**src/rtl/tx_fill_pkg.sv**
```systemverilog
// Shared definitions for the TX DMA per-buffer fill tracker.
// The state encoding is also visible on the tracker's debug port.
package tx_fill_pkg;

  typedef enum logic [1:0] {
    ST_IDLE  = 2'd0,
    ST_CHECK = 2'd1,
    ST_HOLD  = 2'd2
  } fill_state_e;

endpackage

```
**src/rtl/ram_dist_sp.sv**
```systemverilog
// Single-port distributed RAM: asynchronous read, synchronous write, shared address.
module ram_dist_sp #(
  parameter int ADDR_BITS = 5,
  parameter int WIDTH     = 16
) (
  input  logic                 i_clk,
  input  logic                 i_we,
  input  logic [ADDR_BITS-1:0] i_addr,
  input  logic [WIDTH-1:0]     i_wdata,
  output logic [WIDTH-1:0]     o_rdata
);

  localparam int DEPTH = 1 << ADDR_BITS;

  logic [WIDTH-1:0] r_mem [DEPTH];

  always_ff @(posedge i_clk) begin
    if (i_we) begin
      r_mem[i_addr] <= i_wdata;
    end
  end

  assign o_rdata = r_mem[i_addr];

endmodule

```
**src/rtl/tx_fill_tracker.sv**
```systemverilog
// Per-buffer fill-level tracker for the TX DMA path: arms buffers with an expected
// size, subtracts completed parts, and pulses inc_buf when the consumer's buffer drains.
module tx_fill_tracker
  import tx_fill_pkg::*;
#(
  parameter int WIDTH    = 16,
  parameter int IDX_BITS = 5
) (
  input  logic                s_ul_clk,
  input  logic                reset,
  input  logic                incb_valid,
  output logic                incb_ready,
  input  logic [WIDTH-1:0]    incb_size,
  input  logic [IDX_BITS-1:0] incb_idx,
  input  logic                decb_valid,
  input  logic [WIDTH-1:0]    decb_size,
  input  logic [IDX_BITS-1:0] decb_idx,
  input  logic [IDX_BITS-1:0] cur_buf_num,
  output logic                inc_buf,
  output logic [IDX_BITS-1:0] done_idx,
  output logic                err_underflow,
  output logic                err_stray,
  input  logic                err_clr,
  output logic [1:0]          dbg_state
);

  localparam int DEPTH = 1 << IDX_BITS;

  fill_state_e         r_state;
  fill_state_e         w_state_nxt;
  logic [DEPTH-1:0]    r_armed;
  logic                r_inc_buf;
  logic [IDX_BITS-1:0] r_done_idx;
  logic                r_err_underflow;
  logic                r_err_stray;

  logic                w_inc_acc;
  logic                w_we;
  logic [IDX_BITS-1:0] w_addr;
  logic [WIDTH-1:0]    w_rdata;
  logic [WIDTH-1:0]    w_wdata;
  logic                w_complete;
  logic                w_uflow;
  logic                w_stray;

  // Handshake: an arm transfers on a cycle where incb_valid && incb_ready; incb_ready
  // depends only on decb_valid and state (never on incb_valid). decb has no ready:
  // every cycle with decb_valid high is a transfer and it wins the single RAM port.
  assign incb_ready = !decb_valid && (r_state == ST_IDLE);
  assign w_inc_acc  = incb_valid && incb_ready;

  always_comb begin
    w_addr = cur_buf_num;
    if (decb_valid) begin
      w_addr = decb_idx;
    end else if (w_inc_acc) begin
      w_addr = incb_idx;
    end
  end

  // Subtraction saturates at zero; an oversized part is reported, not wrapped.
  assign w_uflow = decb_valid && (decb_size > w_rdata);
  assign w_stray = decb_valid && !r_armed[decb_idx];

  always_comb begin
    w_wdata = incb_size;
    if (decb_valid) begin
      w_wdata = w_uflow ? '0 : (w_rdata - decb_size);
    end
  end

  assign w_we = !reset && (decb_valid || w_inc_acc);

  ram_dist_sp #(
    .ADDR_BITS(IDX_BITS),
    .WIDTH    (WIDTH)
  ) u_count_ram (
    .i_clk  (s_ul_clk),
    .i_we   (w_we),
    .i_addr (w_addr),
    .i_wdata(w_wdata),
    .o_rdata(w_rdata)
  );

  always_ff @(posedge s_ul_clk) begin
    if (reset) begin
      r_state <= ST_IDLE;
    end else begin
      r_state <= w_state_nxt;
    end
  end

  // A decrement always forces a fresh CHECK, whatever the current state.
  always_comb begin
    w_state_nxt = r_state;
    w_complete  = 1'b0;
    if (decb_valid) begin
      w_state_nxt = ST_CHECK;
    end else begin
      case (r_state)
        ST_IDLE: begin
          if (w_inc_acc) begin
            w_state_nxt = ST_CHECK;
          end
        end
        ST_CHECK: begin
          if (r_armed[cur_buf_num] && (w_rdata == '0)) begin
            w_complete  = 1'b1;
            w_state_nxt = ST_HOLD;
          end else begin
            w_state_nxt = ST_IDLE;
          end
        end
        ST_HOLD: begin
          w_state_nxt = ST_CHECK;
        end
        default: begin
          w_state_nxt = ST_IDLE;
        end
      endcase
    end
  end

  // Arming and completion never coincide: arms land in IDLE, completions in CHECK.
  always_ff @(posedge s_ul_clk) begin
    if (reset) begin
      r_armed <= '0;
    end else begin
      if (w_inc_acc) begin
        r_armed[incb_idx] <= 1'b1;
      end
      if (w_complete) begin
        r_armed[cur_buf_num] <= 1'b0;
      end
    end
  end

  always_ff @(posedge s_ul_clk) begin
    if (reset) begin
      r_inc_buf  <= 1'b0;
      r_done_idx <= '0;
    end else begin
      r_inc_buf <= w_complete;
      if (w_complete) begin
        r_done_idx <= cur_buf_num;
      end
    end
  end

  // A new error in the same cycle as err_clr keeps the flag set.
  always_ff @(posedge s_ul_clk) begin
    if (reset) begin
      r_err_underflow <= 1'b0;
      r_err_stray     <= 1'b0;
    end else begin
      r_err_underflow <= w_uflow || (r_err_underflow && !err_clr);
      r_err_stray     <= w_stray || (r_err_stray && !err_clr);
    end
  end

  assign inc_buf       = r_inc_buf;
  assign done_idx      = r_done_idx;
  assign err_underflow = r_err_underflow;
  assign err_stray     = r_err_stray;
  assign dbg_state     = r_state;

endmodule

```
**config.mk**
```make
export PLATFORM = sky130hd
export DESIGN_NAME = tx_fill_tracker
export DESIGN_NICKNAME = d
export VERILOG_FILES = /design/src/rtl/tx_fill_pkg.sv /design/src/rtl/ram_dist_sp.sv /design/src/rtl/tx_fill_tracker.sv
export SDC_FILE = /design/constraint.sdc
export NUM_CORES = 1
export LEC_CHECK = 0
export ABC_AREA = 1
export CAP_MARGIN = 0
export CORE_ASPECT_RATIO = 0.5
export CORE_UTILIZATION = 30
export CTS_CLUSTER_DIAMETER = 50
export DETAILED_ROUTE_END_ITERATION = 7
export DONT_BUFFER_PORTS = 1
export HOLD_SLACK_MARGIN = 0.1
export SYNTH_ARGS = -nofsm -noshare
export SYNTH_HDL_FRONTEND = slang
export SYNTH_SLANG_ARGS = --single-unit
```
**constraint.sdc**
```tcl
create_clock -name s_ul_clk -period 9.45 [get_ports s_ul_clk]
set_input_delay 1.89 -clock s_ul_clk [delete_from_list [all_inputs] [get_ports s_ul_clk]]
set_output_delay 1.89 -clock s_ul_clk [all_outputs]
set_load 0.02 [all_outputs]
```
==> results.md <==
- The terminus of the critical flop-to-flop path is u_count_ram.r_mem[18][4].
- For this run, design rule violations remaining after detail routing come to 0.
- The average size of a mapped cell is 8.935 um2.
- The master of the slowest instance on the critical path is nand2_1.
- The number of hold buffers added after CTS was 0.
- At the pin with the least slew margin, the transition time is 1406 ps.
- The area added between synthesis and finish is 12.13%.
- The remaining max-slew budget at the tightest pin is 0.05915.
- Clock latency on the worst-skew pair, taken at its later pin, is 640 ps.
- The final-report max-slew violation count is 0.
- The length in cells of the worst reg-to-reg path is 28.
- The highest fanout seen on the critical path is 45.
- Measured along the x axis, the die boundary spans 422.6 um.
- The portion of the post-synthesis area used by sequential elements is 0.6112.
- For met2 alone, demand over resource in global routing was 0.2876.
- Counting I/O delays and the setup requirement, the final critical path takes 7540 ps.
- The total number of cells along the worst setup path is 27.
- The number of nets with antenna violations after detailed routing is 0.
- For the final database, setup skew stands at 34.69 ps.
- The number of enable-type register cells in the synthesized netlist is 512.
- The number of filler cells placed in the layout is 8766.
- The row count is 76.
- The cell occurring most often along the worst timing path is nand2_1.
- Using the TritonRoute via totals, the vias-per-cell ratio works out to 4.673.
- The classification of the worst-slack hold path is flop to flop.
- Of the total power, the share spent switching nets is 0.2730.
- The number of H-tree levels is 2.
- The clock power share is 0.382.
- Detailed placement finished with a half-perimeter wire length of 48.05 mm.
- The final layout contains 3045 nets.
- The via count is 19.60k.
- The tool flagged a number of max-cap violations equal to 0.
- For met1 alone, demand over resource in global routing was 0.2339.
- The critical path contains buffers and inverters numbering 5 combined.
- Of the total power, combinational logic draws 0.135.
- For this design the top-level I/O count stands at 63.
- The effective utilization at floorplan is 0.3056.
- In the synthesized netlist the async set-or-reset flop fraction comes to 0.
- Across all setup checks in the final design, the least slack found is 1910 ps.
- Gates resized during post-CTS repair numbered 0.
- The buffer count from post-CTS setup fixing is 0.
- The analysis attributes to cell leakage a power of 13.17 nW.
- In this run the cell area of the synthesized design comes to 26530 um2.
- Synthesis handed over a netlist of 2969 instances.
- The worst register-to-register path begins at dbg_state[0].
- The clock transition at the registers of the reported paths is 60 ps.
- The most used flip-flop cell after synthesis is edfxtp_1.
- The first global-routing pass estimated 117.2 mm of wire.
- Summed over all layers, the routed wires come to 79.38 mm.
- The critical path ends at u_count_ram.r_mem[18][4].
- STA classifies the critical path startpoint as a primary input.
- Entering global routing, the biggest net connects 131 pins.
- The fraction of power consumed by sequential logic is 0.483.
- The highest ir drop seen on vdd is 0.1402 mV.
- The top cell type by total area after synthesis is edfxtp_1.
- The share of the cycle needed by the critical path after routing is 0.7979.
- The clock passes through at most 3 buffers.
- The total core area is 86820 um2.
- The cell sitting at the root of the clock tree is a clkbuf_16.
- The routed wirelength normalized by instance count is 18.93 um.
- The number of buffers created by CTS is 57.
- The initial antenna violation count was 3.
- Synthesis produced a netlist with a net count of 3038.
- The final number of setup-violating endpoints is 0.
- Counting flops and latches in the post-synthesis netlist gives 554.
- Timing would allow up to 132.6 MHz.
- The endpoint arrival time on the critical path is 7800 ps.
- Yosys printed 0 warnings.
- The post-placement setup slack is 1406 ps.
- The cell-internal power is 4.271 mW.
- For this design the ratio of total power to cell area is 197.5 nW/um2.
- The global-route usage over all layers is 0.1749.
- After routing, the total negative slack on setup checks comes to 0 ps.
- In this run the power spent charging and discharging nets is 1.604 mW.
- The routability congestion estimate is 0.9151.
- The first detailed-routing pass ran for 6 iterations.
- STA classifies the critical path endpoint as a flop.
- In the global route stage, met3 resource usage came out at 0.02911.
- The number of hold violations in the final report is 0.
- Sorting the synthesized cells by area gives the leading types as edfxtp_1 (58%), nand2_1 (18%), inv_1 (6.8%).
- Grouping stages by cell kind, the critical path spends the most delay in simple AND/OR/NAND/NOR gates.
- The most repeated cell in the gate-level netlist after synthesis is nand2_1.
- The layer carrying the most global-route usage is met2.
- In this design, the stage delay of the slowest critical-path cell is 940 ps.
- The share of the synthesized area in the top cell type is 0.5795.
- After global routing the overflow that remains totals 0.
- The TritonCTS clock tree is yes.
- After the first detailed-routing iteration, the DRC count stood at 2164.
- Measured along the y axis, the die boundary spans 212.3 um.
- In this run the worst setup path begins at decb_valid.
- Counting every sink on the clock net gives 554.
- Setup repair after global routing left no endpoint under its margin.
- The setup slack on the worst flop-to-flop path is 2830 ps.
- The share of cells above drive strength 1 is 0.06951.
- The critical path is of the primary input to flop type.
- The count of buffers from port buffering is 0.
- The number of different library cells used by synthesis comes to 43.
- The floorplan step defined a die boundary enclosing 89700 um2.
- After synthesis, the most frequently instantiated cells are nand2_1 (1246), edfxtp_1 (512), inv_1 (479), nor2_1 (172), o21ai_0 (117).
- The number of global-route vias before repair is 18.17k.
- The run finished with clean final reports.
- STA puts the critical path data required time at 9710 ps.
## flip-flops by register name (all words and copies together) (netlist names)
signal / cells
dbg_state: 2
done_idx: 5
err_stray: 1
err_underflow: 1
inc_buf: 1
r_armed: 32
u_count_ram.r_mem: 512
## power by group through the flow
stage | clock (mW) | sequential (mW) | combinational (mW)
after detailed placement | 0 | 2.89 | 0.781
final | 2.25 | 2.84 | 0.791
after CTS | 2.27 | 2.84 | 0.784
after global routing | 2.36 | 2.84 | 0.866
after global placement | 0 | 2.89 | 0.775
after floorplan | 0 | 2.89 | 0.503
## per-stage QoR
stage | util | power [mW] | hold slack, ps | cells | instance area [um2]
after floorplan | - | 3.389 | 523.9 | 2969 | 26530
after global placement | 0.3215 | 3.665 | 556.7 | 4087 | 27910
after detailed placement | 0.3215 | 3.671 | 558.2 | 4087 | 27910
after CTS | 0.3425 | 5.896 | 575.6 | 4191 | 29740
after global routing | 0.3426 | 6.066 | 615.1 | 4194 | 29750
final | 0.3426 | 5.875 | 574.5 | 4194 | 29750
## worst min-delay path by stage
stage | startpoint | to | slack, ps | cells after the start
2_1_floorplan | r_armed[19] | r_armed[19] | 520 | 2
3_3_place_gp | r_armed[22] | r_armed[22] | 560 | 2
3_5_place_dp | r_armed[10] | r_armed[10] | 560 | 2
4_1_cts | r_armed[5] | r_armed[5] | 580 | 4
5_1_grt | done_idx[1] | done_idx[1] | 620 | 2
6_report | r_armed[10] | r_armed[10] | 570 | 2
## cell type report
class                   count  area [um2]  share of cell area
inverters                 484        1824             0.06133
clock buffers              72        1493             0.05018
clock inverters            32       336.6             0.01131
multi-input cells        1814        7843              0.2636
repair buffers             65       563.0             0.01893
well taps                1170        1464             0.04921
diodes                      3       7.507           0.0002524
flip-flops and latches    554       16220              0.5451
## placed cells by master (no fill, tap or decap), types with 4 or more instances in the layout
master,synthesis,routed
bufinv_16,0,5
a21oi_1,35,35
nand3b_1,19,19
clkinv_1,0,8
nor3_1,15,15
o22ai_1,16,16
nand2_1,1246,1244
o21ai_0,117,115
nand3_1,67,67
buf_12,0,6
dfxtp_1,42,42
nor2_1,172,172
clkbuf_1,30,14
clkinv_2,0,10
buf_4,34,59
nor2_2,11,11
clkbuf_16,0,57
inv_1,479,479
a21oi_2,30,30
ha_1,16,16
edfxtp_1,512,512
o211ai_1,9,9
nand3_2,4,4
nand4_1,8,8
o21ai_1,26,26
## routing by layer
metal | wire length (um) | up-vias | part of all wire
li1 | - | 9365 | -
met1 | 33900 | 9250 | 0.43
met2 | 36130 | 839 | 0.46
met3 | 6685 | 144 | 0.084
met4 | 2667 | 0 | 0.034
met5 | 0 | - | 0
## worst min-delay path: cells and delay by family (launching register included)
family         cells  cell delay (ps)
flip-flops         1              340
AO/OA/AOI/OAI      2              200
## kinds of logic after synthesis
group	share of synthesized area
simple gates	0.2308
buf+inv	0.09484
flops	0.6112
compound gates	0.05485
fa+ha+maj	0.008301
Note: power is estimated with default switching activity, not from simulation.
==> edit 1: new RTL, same flow settings <==
`WIDTH` is set to 16 in 2 places; all go to 12.
--- a/src/rtl/ram_dist_sp.sv
+++ b/src/rtl/ram_dist_sp.sv
@@ -1,7 +1,7 @@
 // Single-port distributed RAM: asynchronous read, synchronous write, shared address.
 module ram_dist_sp #(
   parameter int ADDR_BITS = 5,
-  parameter int WIDTH     = 16
+  parameter int WIDTH     = 12
 ) (
   input  logic                 i_clk,
   input  logic                 i_we,
--- a/src/rtl/tx_fill_tracker.sv
+++ b/src/rtl/tx_fill_tracker.sv
@@ -3,7 +3,7 @@
 module tx_fill_tracker
   import tx_fill_pkg::*;
 #(
-  parameter int WIDTH    = 16,
+  parameter int WIDTH    = 12,
   parameter int IDX_BITS = 5
 ) (
   input  logic                s_ul_clk,
Interface: changed (resized decb_size and incb_size); port bits go from 63 to 55. The function was not compared with the original's and may differ.
==> edit 1 against the original RTL <==
  * Synthesized cell count fell by 25%
  * Wire length fell by 29%
  * Worst setup slack improved by 0.12 ns
  * Global-route usage fell by 1.3 points
  * Final cell count fell by 25%
  * Total power fell by 22%
  * Via count fell by 24%
  * Sequential cell count fell by 128
  * Clock power fell by 22%
  * Design area fell by 23%
  * First-iteration DRC count fell by 32%
  * Utilization fell by 0.057 points
  * Synthesized area fell by 23%
  * Die area fell by 23%
  * Highest routed layer unchanged
==> edit 1: results <==
[routing]
vias = 15000
drtIter0Drc = 1476
drt-pass1-iter-count = 5
finalWirelength_um = 56000

[logic_synthesis]
seq_area_frac_synth_pct = 60.9
syn_avg_cell_area_um2 = 9.11

[setup_path]
r2r_slack_ns = 2.80
ff2ff_path_depth = 27
cpLargestDelayFamily = compound AO/OA/AOI/OAI gates
critPathMaxStageDelay_ns = 1.17
crit_arrival_ns = 7.62

[grt]
grt_pass1_wl_um = 84000
groute.usage.overall_pct = 16.2
grt_pass1_vias = 13600

[clocking]
worstSkewPairLatency_ns = 0.59
numCtsBuffers = 46

[pwr]
worst_ir_drop_vdd_uv = 110
power_frac_clock_pct = 38.3
leakage_nw = 9.66
p_int_mw = 3.34

[cells_and_area]
antenna_cells = 0
seq_area_um2 = 12400

[sta]
fin_crit_sh_pct = 78.6
holdWs_ns = 0.560

[placement]
dp_hpwl_um = 34800
dp.cells = 3082
place.gp.congestion = 0.899

[run_status]
status = finished clean

[min_path]
hold_start = r_armed[8]
## edit 1: cell type report
| class | count | area share (%) |
|---|---|---|
| Multi-Input combinational cell | 1407 | 28.0 |
| Clock inverter | 20 | 0.885 |
| Clock buffer | 60 | 5.39 |
| Tap cell | 897 | 4.90 |
| Sequential cell | 426 | 54.0 |
| Timing Repair Buffer | 55 | 1.91 |
| Inverter | 297 | 4.89 |
## edit 1: kinds of logic after synthesis
logic type,after synthesis,synth area share (%)
xor gates and xnor gates,9,0.388
buffers and inverters,396,8.14
adders and majority gates,13,0.838
AOI/OAI and AO/OA,203,5.44
DFF,426,60.9
and+or+nand+nor,1182,24.3
## edit 1: layer usage
| layer | track usage (%) | wire (µm) | vias to the layer above | part of all wire, % |
|---|---|---|---|---|
| met2 | 24.5 | 24500 | 606 | 44 |
| met3 | 2.81 | 4600 | 101 | 8.2 |
| met4 | 6.33 | 1790 | 0 | 3.2 |
| met1 | 22.8 | 25200 | 7083 | 45 |
| met5 | 0 | 0 | - | 0 |
| li1 | - | - | 7174 | - |
==> edit 2: new RTL, same settings <==
Made on the original files. Register the output `err_underflow` once more, without a reset; this adds one clock of latency there. The other outputs are not delayed to match.
--- a/src/rtl/tx_fill_tracker.sv
+++ b/src/rtl/tx_fill_tracker.sv
@@ -160,7 +160,9 @@
 
   assign inc_buf       = r_inc_buf;
   assign done_idx      = r_done_idx;
-  assign err_underflow = r_err_underflow;
+  always_ff @(posedge s_ul_clk) begin
+    err_underflow <= r_err_underflow;
+  end
   assign err_stray     = r_err_stray;
   assign dbg_state     = r_state;
 
Behaviour: not the same (Yosys sat finds a counterexample within 4 cycles, from zero or initial values and one cycle with reset high).
==> edit 2 against the original RTL <==
  * Fmax fell by 1.6%
  * Total power fell by 0.25%
  * Global-route usage fell by 0.33 points
  * Wire length fell by 1.9%
  * Sequential cell count rose by 1
  * Register-to-register slack got worse by 0.09 ns
  * Design area rose by 0.28%
  * Worst setup slack got worse by 0.12 ns
  * Sequential power barely moved
  * Synthesized area barely moved
  * Final cell count rose by 0.24%
  * Largest cell class unchanged
  * Largest power group unchanged
==> edit 2: results <==
[min_path]
hold_start = r_err_underflow
hold_end = err_underflow
whs_path_depth = 0
hold_path.class = reg -> reg

[placement]
dp.cells = 4097
pre_cts_ws_ns = 1.26
io_buffers = 0
placed_area_um2 = 28000
dp_hpwl_um = 47700
place.gp.congestion = 0.919

[routing]
vias = 19600
viasPerCell = 4.66
drtIter0Drc = 2031
finalWirelength_um = 77900
drt-pass1-iter-count = 6

[clocking]
post-cts-setup-buffers = 0
cts-htree-levels = 2
worstSkewPairLatency_ns = 0.64
cts-resized-gates = 0

[setup_path]
critPathMaxStageDelay_ns = 0.71
cpLargestDelayFamily = simple AND/OR/NAND/NOR gates
r2r_end = u_count_ram.r_mem[9][9]
rr_startpoint = dbg_state[0]
critPathMaxFanout = 64
crit_arrival_ns = 7.73
r2r_slack_ns = 2.74
cpMaxStageDelayCell = nand2_1
ff2ff_path_depth = 33

[sta]
finClkSkew_ns = 0.0289
max_slew_margin_pct = 21.1
holdWs_ns = 0.347
setup_slack_ns = 1.79

[cells_and_area]
drive_above_1_share_pct = 7.19
top_register = u_count_ram.r_mem
nets = 3055

[grt]
groute.usage.overall_pct = 17.2
grt_max_degree = 119
grt_pass1_vias = 18100
grt_pass1_wl_um = 115000

[logic_synthesis]
syn-num-nets = 3039
syn_avg_cell_area_um2 = 8.94
yosysWarnings = 0
synth.area.top_cells = edfxtp_1 (58%), nand2_1 (18%), inv_1 (6.8%), dfxtp_1 (3.2%), nor2_1 (2.4%)
seq_area_frac_synth_pct = 61.2

[run_status]
status = finished clean

[pwr]
leakage_nw = 13.2
worst_ir_drop_vdd_uv = 135
edit 2: changes by cell type in the layout (fill, tap and decap cells not counted), moves of 3 or more:
cell        delta
buf_4          +9
clkbuf_1       -3
clkbuf_8       +3
clkinv_1       +4
clkinv_2       -4
clkinvlp_4     -3
edit 2: kinds of logic (layout without fill, tap and decap cells):
logic type                 Yosys count  after routing  share of synthesized area (%)
DFF                                555            555                           61.2
other                                0              3                              0
adders and majority gates           17             17                          0.829
and+or+nand+nor                   1549           1549                           23.1
buffers and inverters              601            662                           9.48
AOI/OAI and AO/OA                  248            248                           5.48
edit 2: final cells by class:
cell class / instances / area [µm²]
Fill cell: 8780 / 57000
Sequential cell: 555 / 16200
Multi-Input combinational cell: 1814 / 7830
Inverter: 484 / 1820
Clock buffer: 72 / 1520
Tap cell: 1170 / 1460
Timing Repair Buffer: 74 / 631
Clock inverter: 32 / 312
Antenna cell: 3 / 7.51
edit 2: worst max-delay path by stage:
stage / startpoint / endpoint / cells after the start
4_1_cts: decb_valid / u_count_ram.r_mem[9][9] / 29
3_3_place_gp: decb_valid / u_count_ram.r_mem[20][9] / 29
2_1_floorplan: decb_valid / u_count_ram.r_mem[0][3] / 35
5_1_grt: decb_valid / u_count_ram.r_mem[9][9] / 33
6_report: decb_valid / u_count_ram.r_mem[9][9] / 33
3_5_place_dp: decb_valid / u_count_ram.r_mem[7][9] / 29
edit 2: metal layers:
layer	track usage, %	vias up	part of all wire [%]
met3	2.72	138	7.8
li1	-	9388	-
met5	0	-	0
met4	5.93	0	2.8
met2	28.7	799	47
met1	22.6	9246	42
edit 2: power breakdown:
part / switching, mW / internal, mW / total (mW) / leakage (nW)
Clock: 0.986 / 1.23 / 2.22 / 0.895
Sequential: 0.00743 / 2.83 / 2.84 / 4.97
Combinational: 0.612 / 0.189 / 0.801 / 7.36
edit 2: worst reg2reg max path, delay by kind of cell, from the launching register on:
kind / cells / cell delay [ns]
flops: 1 / 0.44
compound gates: 4 / 0.81
buf+inv: 4 / 0.77
simple gates: 24 / 3.73
fa+ha+maj: 1 / 0.40
